===== config.mk =====
export PLATFORM = sky130hd
export DESIGN_NAME = data_ram_ctrl
export DESIGN_NICKNAME = d
export VERILOG_FILES = /design/src/rtl/data_mem_pkg.sv /design/src/rtl/data_ram_array.sv /design/src/rtl/data_ram_ctrl.sv
export SDC_FILE = /design/constraint.sdc
export NUM_CORES = 2
export LEC_CHECK = 0
export ABC_AREA = 1
export ABC_CLOCK_PERIOD_IN_PS = 11400
export BUFFER_PORTS_ARGS = -buffer_cell sky130_fd_sc_hd__buf_2
export CORE_ASPECT_RATIO = 1.1
export CORE_UTILIZATION = 25
export DETAILED_ROUTE_END_ITERATION = 16
export SLEW_MARGIN = 20
export SYNTH_ARGS = -nofsm -noshare
export SYNTH_HDL_FRONTEND = slang
export SYNTH_SLANG_ARGS = --single-unit

===== constraint.sdc =====
create_clock -name clk -period 11.4 [get_ports clk]
set_clock_uncertainty 0.1 [all_clocks]
set_input_delay 0.57 -clock clk [delete_from_list [all_inputs] [get_ports clk]]
set_output_delay 0.57 -clock clk [all_outputs]
set_load 0.03 [all_outputs]

===== src/rtl/data_mem_pkg.sv =====
// Shared constants and FSM state type for the data RAM controller and its storage array.
package data_mem_pkg;

  localparam int DEF_DATA_W   = 8;
  localparam int DEF_ADDR_W   = 8;
  localparam int DEF_DEPTH    = 256;
  localparam int DEF_READ_LAT = 1;

  typedef enum logic {
    CLEAR = 1'b0,
    READY = 1'b1
  } ram_state_t;

endpackage


===== src/rtl/data_ram_array.sv =====
// Plain word storage: one synchronous write port, one registered read port, no reset.
module data_ram_array
  import data_mem_pkg::*;
#(
  parameter int DATA_W = DEF_DATA_W,
  parameter int DEPTH  = DEF_DEPTH,
  parameter int IDX_W  = $clog2(DEF_DEPTH)
) (
  input  logic              clk,
  input  logic              we,
  input  logic [IDX_W-1:0]  waddr,
  input  logic [DATA_W-1:0] wdata,
  input  logic              re,
  input  logic [IDX_W-1:0]  raddr,
  output logic [DATA_W-1:0] rdata
);

  logic [DATA_W-1:0] mem [DEPTH];

  always_ff @(posedge clk) begin
    if (we) begin
      mem[waddr] <= wdata;
    end
  end

  // Read and write on the same edge: the read sees the old word.
  always_ff @(posedge clk) begin
    if (re) begin
      rdata <= mem[raddr];
    end
  end

endmodule


===== src/rtl/data_ram_ctrl.sv =====
// Data RAM controller: post-reset clear sweep, request decode, range check and read pipeline.
module data_ram_ctrl
  import data_mem_pkg::*;
#(
  parameter int DATA_W   = DEF_DATA_W,
  parameter int ADDR_W   = DEF_ADDR_W,
  parameter int DEPTH    = DEF_DEPTH,
  parameter int READ_LAT = DEF_READ_LAT
) (
  input  logic              clk,
  input  logic              rst,
  input  logic              mem_read,
  input  logic              mem_write,
  input  logic [ADDR_W-1:0] addr,
  input  logic [DATA_W-1:0] wdata,
  output logic [DATA_W-1:0] rdata,
  output logic              rvalid,
  output logic              busy,
  output logic              addr_err
);

  localparam int                IDX_W     = $clog2(DEPTH);
  localparam logic [ADDR_W:0]   DEPTH_X   = (ADDR_W + 1)'(DEPTH);
  localparam logic [ADDR_W-1:0] LAST_ADDR = ADDR_W'(DEPTH - 1);

  ram_state_t        state;
  logic [ADDR_W-1:0] clr_addr;

  logic              in_range;
  logic              rd_acc;
  logic              wr_acc;

  logic              arr_we;
  logic [IDX_W-1:0]  arr_waddr;
  logic [DATA_W-1:0] arr_wdata;
  logic              arr_re;
  logic [DATA_W-1:0] arr_rdata;

  logic              rd_v1;
  logic              rd_err1;
  logic              wr_err1;
  logic [DATA_W-1:0] stage1_data;

  logic              out_v;
  logic              out_err;
  logic [DATA_W-1:0] out_d;
  logic [DATA_W-1:0] rdata_q;

  assign in_range = ({1'b0, addr} < DEPTH_X);
  assign rd_acc   = ~busy & mem_read;
  assign wr_acc   = ~busy & mem_write & in_range;

  // busy mirrors the CLEAR state but is kept as its own register so it is a clean flop output.
  always_ff @(posedge clk or posedge rst) begin
    if (rst) begin
      state    <= CLEAR;
      clr_addr <= '0;
      busy     <= 1'b1;
    end else begin
      unique case (state)
        CLEAR: begin
          if (clr_addr == LAST_ADDR) begin
            state <= READY;
            busy  <= 1'b0;
          end else begin
            clr_addr <= clr_addr + 1'b1;
          end
        end
        READY: begin
          state <= READY;
        end
        default: begin
          state <= CLEAR;
          busy  <= 1'b1;
        end
      endcase
    end
  end

  // The sweep owns the write port while busy; user writes only land in range.
  assign arr_we    = busy | wr_acc;
  assign arr_waddr = busy ? clr_addr[IDX_W-1:0] : addr[IDX_W-1:0];
  assign arr_wdata = busy ? '0 : wdata;
  assign arr_re    = rd_acc & in_range;

  data_ram_array #(
    .DATA_W (DATA_W),
    .DEPTH  (DEPTH),
    .IDX_W  (IDX_W)
  ) u_array (
    .clk   (clk),
    .we    (arr_we),
    .waddr (arr_waddr),
    .wdata (arr_wdata),
    .re    (arr_re),
    .raddr (addr[IDX_W-1:0]),
    .rdata (arr_rdata)
  );

  always_ff @(posedge clk or posedge rst) begin
    if (rst) begin
      rd_v1   <= 1'b0;
      rd_err1 <= 1'b0;
      wr_err1 <= 1'b0;
    end else begin
      rd_v1   <= rd_acc;
      rd_err1 <= rd_acc & ~in_range;
      wr_err1 <= ~busy & mem_write & ~mem_read & ~in_range;
    end
  end

  assign stage1_data = rd_err1 ? '0 : arr_rdata;

  generate
    if (READ_LAT == 2) begin : g_lat2
      logic              v2;
      logic              err2;
      logic [DATA_W-1:0] d2;

      always_ff @(posedge clk or posedge rst) begin
        if (rst) begin
          v2   <= 1'b0;
          err2 <= 1'b0;
          d2   <= '0;
        end else begin
          v2   <= rd_v1;
          err2 <= rd_err1;
          d2   <= stage1_data;
        end
      end

      assign out_v   = v2;
      assign out_err = err2;
      assign out_d   = d2;
    end else begin : g_lat1
      assign out_v   = rd_v1;
      assign out_err = rd_err1;
      assign out_d   = stage1_data;
    end
  endgenerate

  // Holding register keeps rdata stable between rvalid pulses.
  always_ff @(posedge clk or posedge rst) begin
    if (rst) begin
      rdata_q <= '0;
    end else if (out_v) begin
      rdata_q <= out_d;
    end
  end

  assign rdata    = out_v ? out_d : rdata_q;
  assign rvalid   = out_v;
  assign addr_err = (out_v & out_err) | wr_err1;

endmodule

==> metrics.txt <==
final count of hold timing violations=0; R2R cell count=10; yosys warns=0; Gate power share=0.060; Setup Viol. Count Final=0; Max Transition Viols Final=0; most used flip-flop cell after synthesis=edfxtp_1; CTS tree=yes; Cell Area, Synth=84400 µm²; initial antenna violation count=4; placeable core area=336000 µm²; pwr/cell area=166 nW/µm²; Post-CTS Setup Repair Bufs=0; TritonCTS Sinks=2075; Sw Ratio=0.227; Initial Utilization=0.251; Rel. slew slack=0.203; reg2reg start=busy; register area share after synthesis=0.737; syn_nets=7127; Hold/Removal Path Class=primary input to flop; drt first pass iters=6; dominant cells by area after synthesis=edfxtp_1 73%, nand3_1 12%, nand2_1 9.5%; Flop pwr share=0.533; dpl hpwl=130 mm; crit-path cells=buf_8 > buf_4 > buf_4 > buf_4 > nand3_1 > nand3_1 > nand3_1 > nand3_1 > nand3_1 > nand3_1 > nand2_1 > nand2_1 > nand2_1; Crit-path slowest cell=buf_4; DIE HEIGHT=611 µm; maximum vdd drop=0.000132 V; Rows=223; H-tree Lvls=4; final WL=233 mm; total CTS buffers=198; Max Freq=0.191 GHz; RePlAce Congestion=0.843; Worst Hold End=u_array.mem[210][5]; nets@finish=6953; # IOs=31; CTS Root Cell=clkbuf_16; Clk pin slew, worst setup/hold paths=0.06 ns; Clk network pwr share=0.407; Switch Pwr=0.00358 W; vias in the first global route=52700; DR DRC count=0; Seq cells post-synth=2075; fin crit period=5.23 ns; CP Class=primary input to flop; port bufs=29; die width=556 µm; setup_tns=0 ns; CTS Buffer Depth=3; CP max FO=88; CP required=11.86 ns; Synth async-reset ratio=0.00916; CP Capture Type=flop; DRT iter0 DRCs=6065; internal power=0.0122 W; share of cells above drive strength 1=0.0570; area post-placement=88600 µm²; CP peak stage delay=0.95 ns; leak pwr=31.6 nW; Post-Syn Instances=7106; CP startpoint kind=primary input; critical path startpoint=addr[1]; RSZ-0062 raised after global routing=no; Synth cell types=31; clk_lat worst skew=0.85 ns; first-pass GRT wire length=344 mm; Final Cycle Share=0.459; outcome=finished, final reports clean; top cell type's share of synthesized area=0.732; Top cell by count, worst path=nand3_1; R2R Setup Slk=7.07 ns; Arr. time, crit path=5.70 ns; leading area contributor after synthesis=edfxtp_1; final antenna-violating net count=0; Hold Startpoint=wdata[5]; Via Count=54500; hold path depth=3; Die ar.=340000 µm²; Via-to-Cell Ratio=4.70; max-cap viol count=0; pin count of the biggest net entering global routing=211; number of synthesized flops with an enable pin=2056; Final Util=0.283; P&R area growth vs syn=12.5%; WL/cell=20.1 µm; total global routing overflow=0; Mapped Avg Cell Area=11.9 µm²; Tot GR Track Use=0.133; Worst Tran Pin Value=1.20 ns; fin area=94900 µm²; RR Endpoint=u_array.mem[59][6]
## layer usage
metal | track usage | wire length [µm] | up-vias | part of all wire
li1 | - | - | 24800 | -
met1 | 0.166 | 91800 | 27000 | 0.39
met2 | 0.226 | 114000 | 2195 | 0.49
met3 | 0.0195 | 16100 | 444 | 0.069
met4 | 0.0632 | 10600 | 10 | 0.046
met5 | 0 | 67 | - | 0.00029
## flip-flops by register name, indices dropped and copies added (netlist names)
signal / cells
busy: 1
clr_addr: 8
rdata_q: 8
rvalid: 1
state: 1
u_array.mem: 2048
u_array.rdata: 8
## per-stage QoR
stage	hold slack, ns	cells	total power, W	setup WS, ns
global route	0.0457	11600	0.0162	6.18
CTS	0.0211	11600	0.0159	6.07
floorplan	0.342	7106	0.00919	3.16
finish	0.0816	11600	0.0158	6.17
global placement	0.358	11200	0.00950	5.24
detailed placement	0.361	11200	0.00951	5.17
## cells in the final DEF, fill, tap and decap left out, types with 2 or more instances in the layout
cell type      count
nor2_1           292
buf_12             9
inv_6              4
buf_16             3
or2_0              2
dlygate4sd3_1      2
o21ai_1            3
xor2_1             4
buf_4             69
or2_1              2
clkinv_2          25
nor2_2             2
o21ai_2            3
buf_8              3
o21ai_0            2
nand4_1            2
clkinvlp_4         7
clkinv_8           2
xnor2_1            2
nand2_1         2132
clkbuf_16        201
buf_6              2
clkinv_1          45
buf_2             24
dfrtp_1           18
diode_2            3
inv_8              2
bufinv_16         15
inv_2              2
clkinv_4           2
nand3_1         2019
inv_16             5
clkinv_16          2
inv_1             50
edfxtp_1        2056
mux2_2             8
clkbuf_8           2
clkbuf_1          52
nor2_4             8
## area by class of cell
cell class	count	area, µm²
timing repair buffer	112	988
clock buffer	255	5250
multi-input combinational	4487	19600
tap	4500	5630
fill	34000	241000
sequential	2075	62200
antenna	3	7.51
inverter	58	253
clock inverter	104	1010
## cell usage after synthesis, types with 2 or more instances
master and number:
nand2_1 2132, edfxtp_1 2056, nand3_1 2019, nor2_1 300, buf_2 297, clkbuf_1 84
inv_1 53, buf_1 52, buf_4 48, dfrtp_1 18, mux2_2 8, buf_6 5
xor2_1 4, inv_2 3, o21ai_1 3, o21ai_2 3, nand4_1 2, nor2_2 2
o21ai_0 2, or2_0 2, or2_1 2, xnor2_1 2
## worst max-delay path by stage
stage	endpoint	slack, ns	depth (start not counted)
floorplan	u_array.mem[0][0]	3.16	3
global placement	u_array.rdata[0]	5.24	14
detailed placement	u_array.rdata[0]	5.17	14
CTS	u_array.rdata[0]	6.07	14
global route	u_array.rdata[0]	6.18	13
finish	u_array.rdata[0]	6.17	13
## critical path: cells and delay by family
| family | cells | cell delay, ns |
|---|---|---|
| buf+inv | 4 | 2.98 |
| simple gates | 9 | 1.75 |
## power by group through the flow
stage               logic [W]  clock network (W)  registers, W
floorplan            0.000583                  0       0.00860
global placement     0.000930                  0       0.00857
detailed placement   0.000939                  0       0.00857
CTS                  0.000942            0.00650       0.00841
global route          0.00101            0.00678       0.00841
finish               0.000944            0.00643       0.00841
## repair_timing
item | 4_1_cts | 5_1_grt
hold endpoints to repair | 22 | 0
hold buffers | 2 | 0
gates resized for setup | 0 | 0
## cell families after synthesis
| kind of cell | Yosys count | share of synthesized area |
|---|---|---|
| AND/OR/NAND/NOR | 4462 | 0.229 |
| flip-flops | 2075 | 0.737 |
| buffers and inverters | 544 | 0.0312 |
| AO/OA/AOI/OAI | 9 | 0.000712 |
| multiplexers | 8 | 0.00107 |
| XOR/XNOR | 6 | 0.000623 |
| adder cells (fa/ha/maj) | 1 | 0.000148 |
| other | 1 | 0.0000444 |
No activity file was read; power rests on OpenSTA's default activity.
